===== config.mk =====
export PLATFORM = sky130hd
export DESIGN_NAME = address_display_decoder
export DESIGN_NICKNAME = d
export VERILOG_FILES = /design/src/rtl/address_display_decoder.sv
export SDC_FILE = /design/constraint.sdc
export NUM_CORES = 1
export LEC_CHECK = 0
export BUFFER_PORTS_ARGS = -buffer_cell sky130_fd_sc_hd__buf_2
export CAP_MARGIN = 15
export CORE_ASPECT_RATIO = 1.4
export CORE_MARGIN = 1.5
export CORE_UTILIZATION = 40
export CTS_BUF_LIST = sky130_fd_sc_hd__clkbuf_4 sky130_fd_sc_hd__clkbuf_8 sky130_fd_sc_hd__clkbuf_16
export DETAILED_ROUTE_END_ITERATION = 16
export PLACE_DENSITY_LB_ADDON = 0.2
export SETUP_SLACK_MARGIN = 0.3
export SYNTH_ARGS = -nofsm -noshare
export SYNTH_HDL_FRONTEND = slang
export SYNTH_SLANG_ARGS = --single-unit

===== constraint.sdc =====
create_clock -name clk -period 3.25 [get_ports clk]
set_input_delay 0.325 -clock clk [delete_from_list [all_inputs] [get_ports clk]]
set_output_delay 0.325 -clock clk [all_outputs]
set_load 0.01 [all_outputs]

===== src/rtl/address_display_decoder.sv =====
// address_display_decoder
// Watches the scanned, active-low seven-segment bus of the address display,
// filters transient patterns, decodes each stable digit back to BCD and
// assembles ones/tens/hundreds into a 9-bit binary address.
//
// Ports
//    clk            system clock, rising edge
//    reset          synchronous reset, active low
//    sseg_indicator segment lines, active low; bit7 = dp (ignored), bits6:0 = g..a
//    digits         digit selects, active low; 1110 ones, 1101 tens, 1011 hundreds, 1111 blank
//    address_line   last successfully decoded address
//    address_valid  one-cycle pulse when address_line is updated
//    decode_error   one-cycle pulse on a rejected digit or frame
//
// state         | meaning
// --------------+-------------------------------------------------
// WAIT_ONES     | idle / expecting the ones digit of a new frame
// WAIT_TENS     | ones latched, expecting tens
// WAIT_HUNDREDS | ones and tens latched, expecting hundreds
// COMMIT        | full frame latched; range check and publish

module address_display_decoder #(
   parameter int unsigned STABLE_CYCLES = 3
) (
   input  logic       clk,
   input  logic       reset,
   input  logic [7:0] sseg_indicator,
   input  logic [3:0] digits,
   output logic [8:0] address_line,
   output logic       address_valid,
   output logic       decode_error
);

   typedef enum logic [1:0] {WAIT_ONES, WAIT_TENS, WAIT_HUNDREDS, COMMIT} state_t;

   localparam logic [3:0] STABLE_MAX = 4'(STABLE_CYCLES);
   localparam logic [3:0] SEL_ONES   = 4'b1110;
   localparam logic [3:0] SEL_TENS   = 4'b1101;
   localparam logic [3:0] SEL_HUNDS  = 4'b1011;
   localparam logic [3:0] SEL_BLANK  = 4'b1111;

   state_t     state_q, state_d;
   logic [6:0] seg_q, seg_d;
   logic [3:0] dig_q, dig_d;
   logic [3:0] stable_cnt_q, stable_cnt_d;
   logic [3:0] ones_q, ones_d;
   logic [3:0] tens_q, tens_d;
   logic [3:0] hunds_q, hunds_d;
   logic       pend_v_q, pend_v_d;
   logic [6:0] pend_seg_q, pend_seg_d;
   logic [3:0] pend_dig_q, pend_dig_d;
   logic [8:0] addr_q, addr_d;
   logic       valid_q, valid_d;
   logic       err_q, err_d;

   logic       pair_changed;
   logic       digit_event;
   logic       ev_v;
   logic [6:0] ev_seg;
   logic [3:0] ev_dig;
   logic [3:0] ev_val;
   logic       seg_ok;
   logic [9:0] value;
   logic       unused_dp;

   assign unused_dp = sseg_indicator[7];

   // Input stage and stability counter. The event is taken from the edge at
   // which the counter arrives at STABLE_MAX, so the data decoded is the
   // pair being registered at that same edge.
   always_comb begin
      seg_d        = sseg_indicator[6:0];
      dig_d        = digits;
      pair_changed = {seg_d, dig_d} != {seg_q, dig_q};
      stable_cnt_d = stable_cnt_q;
      if (pair_changed) begin
         stable_cnt_d = 4'd1;
      end else if (stable_cnt_q != STABLE_MAX) begin
         stable_cnt_d = stable_cnt_q + 4'd1;
      end
      // pair_changed term covers STABLE_CYCLES = 1, where the count never moves.
      digit_event = (stable_cnt_d == STABLE_MAX) && (pair_changed || (stable_cnt_q != STABLE_MAX));
   end

   // Event source: a digit arriving during COMMIT is parked and replayed the
   // next cycle ahead of any live event.
   always_comb begin
      ev_v       = 1'b0;
      ev_seg     = seg_d;
      ev_dig     = dig_d;
      pend_v_d   = pend_v_q;
      pend_seg_d = pend_seg_q;
      pend_dig_d = pend_dig_q;
      if (state_q == COMMIT) begin
         if (digit_event && (dig_d != SEL_BLANK) && !pend_v_q) begin
            pend_v_d   = 1'b1;
            pend_seg_d = seg_d;
            pend_dig_d = dig_d;
         end
      end else if (pend_v_q) begin
         ev_v     = 1'b1;
         ev_seg   = pend_seg_q;
         ev_dig   = pend_dig_q;
         pend_v_d = 1'b0;
         if (digit_event && (dig_d != SEL_BLANK)) begin
            pend_v_d   = 1'b1;
            pend_seg_d = seg_d;
            pend_dig_d = dig_d;
         end
      end else begin
         ev_v = digit_event;
      end
   end

   always_comb begin
      seg_ok = 1'b1;
      ev_val = 4'd0;
      case (ev_seg)
         7'h40:   ev_val = 4'd0;
         7'h79:   ev_val = 4'd1;
         7'h24:   ev_val = 4'd2;
         7'h30:   ev_val = 4'd3;
         7'h19:   ev_val = 4'd4;
         7'h12:   ev_val = 4'd5;
         7'h02:   ev_val = 4'd6;
         7'h78:   ev_val = 4'd7;
         7'h00:   ev_val = 4'd8;
         7'h10:   ev_val = 4'd9;
         default: seg_ok = 1'b0;
      endcase
   end

   always_comb begin
      state_d = state_q;
      ones_d  = ones_q;
      tens_d  = tens_q;
      hunds_d = hunds_q;
      addr_d  = addr_q;
      valid_d = 1'b0;
      err_d   = 1'b0;
      value   = (10'(hunds_q) * 10'd100) + (10'(tens_q) * 10'd10) + 10'(ones_q);
      if (state_q == COMMIT) begin
         if (value <= 10'd511) begin
            addr_d  = value[8:0];
            valid_d = 1'b1;
         end else begin
            err_d = 1'b1;
         end
         state_d = WAIT_ONES;
      end else if (ev_v && (ev_dig != SEL_BLANK)) begin
         if (!seg_ok) begin
            err_d   = 1'b1;
            state_d = WAIT_ONES;
         end else begin
            case (ev_dig)
               SEL_ONES: begin
                  ones_d  = ev_val;
                  state_d = WAIT_TENS;
               end
               SEL_TENS: begin
                  if (state_q == WAIT_TENS) begin
                     tens_d  = ev_val;
                     state_d = WAIT_HUNDREDS;
                  end else begin
                     err_d   = 1'b1;
                     state_d = WAIT_ONES;
                  end
               end
               SEL_HUNDS: begin
                  if (state_q == WAIT_HUNDREDS) begin
                     hunds_d = ev_val;
                     state_d = COMMIT;
                  end else begin
                     err_d   = 1'b1;
                     state_d = WAIT_ONES;
                  end
               end
               default: begin
                  err_d   = 1'b1;
                  state_d = WAIT_ONES;
               end
            endcase
         end
      end
   end

   always_ff @(posedge clk) begin
      if (!reset) begin
         state_q      <= WAIT_ONES;
         seg_q        <= '0;
         dig_q        <= '0;
         stable_cnt_q <= '0;
         ones_q       <= '0;
         tens_q       <= '0;
         hunds_q      <= '0;
         pend_v_q     <= 1'b0;
         pend_seg_q   <= '0;
         pend_dig_q   <= '0;
         addr_q       <= '0;
         valid_q      <= 1'b0;
         err_q        <= 1'b0;
      end else begin
         state_q      <= state_d;
         seg_q        <= seg_d;
         dig_q        <= dig_d;
         stable_cnt_q <= stable_cnt_d;
         ones_q       <= ones_d;
         tens_q       <= tens_d;
         hunds_q      <= hunds_d;
         pend_v_q     <= pend_v_d;
         pend_seg_q   <= pend_seg_d;
         pend_dig_q   <= pend_dig_d;
         addr_q       <= addr_d;
         valid_q      <= valid_d;
         err_q        <= err_d;
      end
   end

   assign address_line  = addr_q;
   assign address_valid = valid_q;
   assign decode_error  = err_q;

endmodule


==> reports/qor.csv <==
metric,value,unit
status,"complete, no violations",
die_area,9070,sq um
layout_commonest_cell,dfxtp_1,
vias_per_cell,5.49,
ys_ff_latch,52,
grt_max_degree,26,
crit_top_cell,ha_4,
switching_power,293,uW
totalPowerFinal,1.48,mW
antennaDiodeCount,0,
final_nets,446,
synth-async-reset-ratio,0,
fin_crit_sh,0.937,
seqPwrFrac,0.436,
area.growth.synth_to_final,19.1,%
crit_chain,ha_4 -> ha_4 -> fa_2 -> xor2_1 -> ha_1 -> ha_4 -> o21ai_4 -> a31oi_4 -> o41ai_4 -> buf_4 -> xnor2_4 -> buf_6 -> nand2_2 -> a221oi_2,
synth.top_cell.area_share,0.306,
yosys.area_share.simple,0.200,
cts_htree_levels,2,
synth_edf_count,0,
synthXorXnorAreaFrac,0.0669,
ant_nets,0,
intPower,1.19,mW
fin_tns_setup,0,ns
switching_share,0.197,
initial_core_util,0.415,
track_usage,0.176,
io_buffers,23,
p_clk_frac,0.508,
drt_pass1_iterations,5,
initialDrtViolationCount,94,
hold_violations,0,
yosysTopAreaCell,dfxtp_1,
setup_viol,0,
slew_violations,0,
layout_common_cells,"dfxtp_1 (48), nor2_1 (31), nand2_1 (27), a21oi_1 (25), mux2i_1 (25)",
slowest_delay,0.35,ns
required,3.46,ns
yosysUniqueCellTypes,60,
fin_crit,3.05,ns
yosysWarnings,0,
wl,7480,um
synth_area_leaders,"dfxtp_1 (31%), ha_1 (8.8%), mux2i_1 (7.4%)",
worstPathMaxFanout,6,
slowest_stage,dfxtp_4,
synth_compound_area_frac,0.168,
coreArea,8200,sq um
die_w,80.9,um
peakVddDrop,0.322,mV
leakagePower,1.52,nW
yosysSeqAreaShare,0.306,
postCtsHoldBufs,0,
clkSinkCount,52,
clock_path_buffers,2,
routedWlPerCell,14.8,um
cp_top_family,adder cells,
final_util,0.494,
gp_congestion,0.797,
synth_fa_ha_area_frac,0.121,
syn_area,3400,sq um
clock_latency,0.29,ns
cts.clk_slew.worst_paths,0.07,ns
worst_setup_path_end_kind,register,
finClkSkew,0.00810,ns
drive_gt1_frac,0.220,
synth_flop_cell,dfxtp_1,
muxShareOfSynthArea,0.0809,
grt_pass1_vias,2697,
startpoint_type,register,
route.detailed.drc,0,
rsz0062_at_grt,true,
boundaryPins,25,
num_rows,39,
synth_top_family_by_area,simple AND/OR/NAND/NOR gates,
critPathArrivalTime,3.25,ns
root_buffer,clkbuf_16,
cts_tree,yes,
numCtsBuffers,5,
tightest_slew,0.893,ns
path_class,register to register,
fmax,328,MHz
relSlewSlack,0.403,
dp_hpwl,5550,um
p_comb_frac,0.056,
die_y,112,um
crit_buf_inv,2,
overflow,0,
hp-class,input pin to register,
synth_area_per_cell,8.93,sq um
synth_fp_nets,424,
power_density,366,nW/um^2
maxCapViolCount,0,
antenna_found_initial,0,
vias,2778,
syn_inst,381,
grt_pass1_wl,12600,um
-- worst reg2reg max path: stages (launching register included) --
cell and delay (ns):
dfxtp_4 0.35, ha_4 0.24, ha_4 0.16, fa_2 0.33, xor2_1 0.15, ha_1 0.31
ha_4 0.30, o21ai_4 0.06, a31oi_4 0.19, o41ai_4 0.08, buf_4 0.16, xnor2_4 0.19
buf_6 0.15, nand2_2 0.05, a221oi_2 0.26
-- cells by family after synthesis --
family	after synthesis
AO/OA/AOI/OAI	80
buffers and inverters	41
multiplexers	27
flip-flops	52
adder cells (fa/ha/maj)	30
AND/OR/NAND/NOR	125
XOR/XNOR	26
-- path summary, 6_finish.rpt --
| check | startpoint | endpoint | slack, ns | depth (start not counted) |
|---|---|---|---|---|
| max | tens_q[3]$_SDFFE_PN0P_ | decode_error$_SDFF_PN0_ | 0.20 | 14 |
| min | digits[3] | dig_q[3]$_SDFF_PN0_ | 0.33 | 3 |
| max reg2reg | tens_q[3]$_SDFFE_PN0P_ | decode_error$_SDFF_PN0_ | 0.20 | 14 |
| min reg2reg | ones_q[0]$_SDFFE_PN0P_ | ones_q[0]$_SDFFE_PN0P_ | 0.47 | 2 |
-- area by class of cell --
class,count,area (sq um)
clock buffers,5,125
repair buffers,40,248
clock inverters,3,90.1
well taps,102,128
multi-input cells,288,2350
fillers,806,4150
inverters,16,60.1
flip-flops and latches,52,1050
-- flip-flops by register name, indices dropped and copies added, names as in the netlist --
register and count:
address_line 9, address_valid 1, decode_error 1, dig_q 4, hunds_q 4, ones_q 4, pend_dig_q 4, pend_seg_q 7
pend_v_q 1, seg_q 7, stable_cnt_q 4, state_q 2, tens_q 4
-- per-stage QoR --
stage / setup slack, ns / cells / cell area [sq um] / hold WS [ns]
2_1_floorplan: 0.217 / 381 / 3490 / 0.435
3_5_place_dp: 0.0407 / 491 / 3670 / 0.456
5_1_grt: 0.0549 / 506 / 4050 / 0.348
3_3_place_gp: 0.100 / 491 / 3670 / 0.453
6_report: 0.205 / 506 / 4050 / 0.334
4_1_cts: 0.151 / 505 / 4010 / 0.326
-- Yosys cell counts, drive strengths merged, types with 2 or more instances --
| cell | count |
|---|---|
| nor4b | 4 |
| nand3 | 10 |
| o211ai | 6 |
| nand2b | 4 |
| and3 | 2 |
| a32o | 2 |
| buf | 14 |
| ha | 24 |
| clkbuf | 11 |
| nor4bb | 2 |
| xnor2 | 10 |
| a211oi | 2 |
| nand4 | 5 |
| nand3b | 3 |
| o21ai | 20 |
| mux2i | 26 |
| nor2b | 2 |
| nor3 | 7 |
| nor3b | 2 |
| a21oi | 31 |
| dfxtp | 52 |
| fa | 5 |
| o31ai | 3 |
| inv | 16 |
| nand2 | 29 |
| or3 | 5 |
| nand4b | 4 |
| nor4 | 4 |
| nor2 | 31 |
| and2 | 10 |
| xor2 | 16 |
-- timing repair --
action                                  4_1_cts  5_1_grt
pin swaps                                    13        6
resized for setup                            16        8
setup buffers                                 5        1
cloned                                        1        0
endpoints found under the setup margin       11       11
-- power by group through the flow --
| stage | logic, mW | clock network [mW] | registers, mW |
|---|---|---|---|
| 2_1_floorplan | 0.0606 | 0 | 0.663 |
| 3_3_place_gp | 0.0819 | 0 | 0.663 |
| 3_5_place_dp | 0.0831 | 0 | 0.663 |
| 4_1_cts | 0.0834 | 0.771 | 0.647 |
| 5_1_grt | 0.0927 | 0.795 | 0.646 |
| 6_report | 0.0835 | 0.753 | 0.646 |
-- layer usage --
layer / global-route usage / up-vias / wire length, um
met5: 0 / - / 0
met4: 0.0678 / 0 / 214
met3: 0.0211 / 11 / 163
met2: 0.309 / 47 / 3880
met1: 0.214 / 1323 / 3220
li1: - / 1397 / -
No activity file was read; power rests on OpenSTA's default activity.
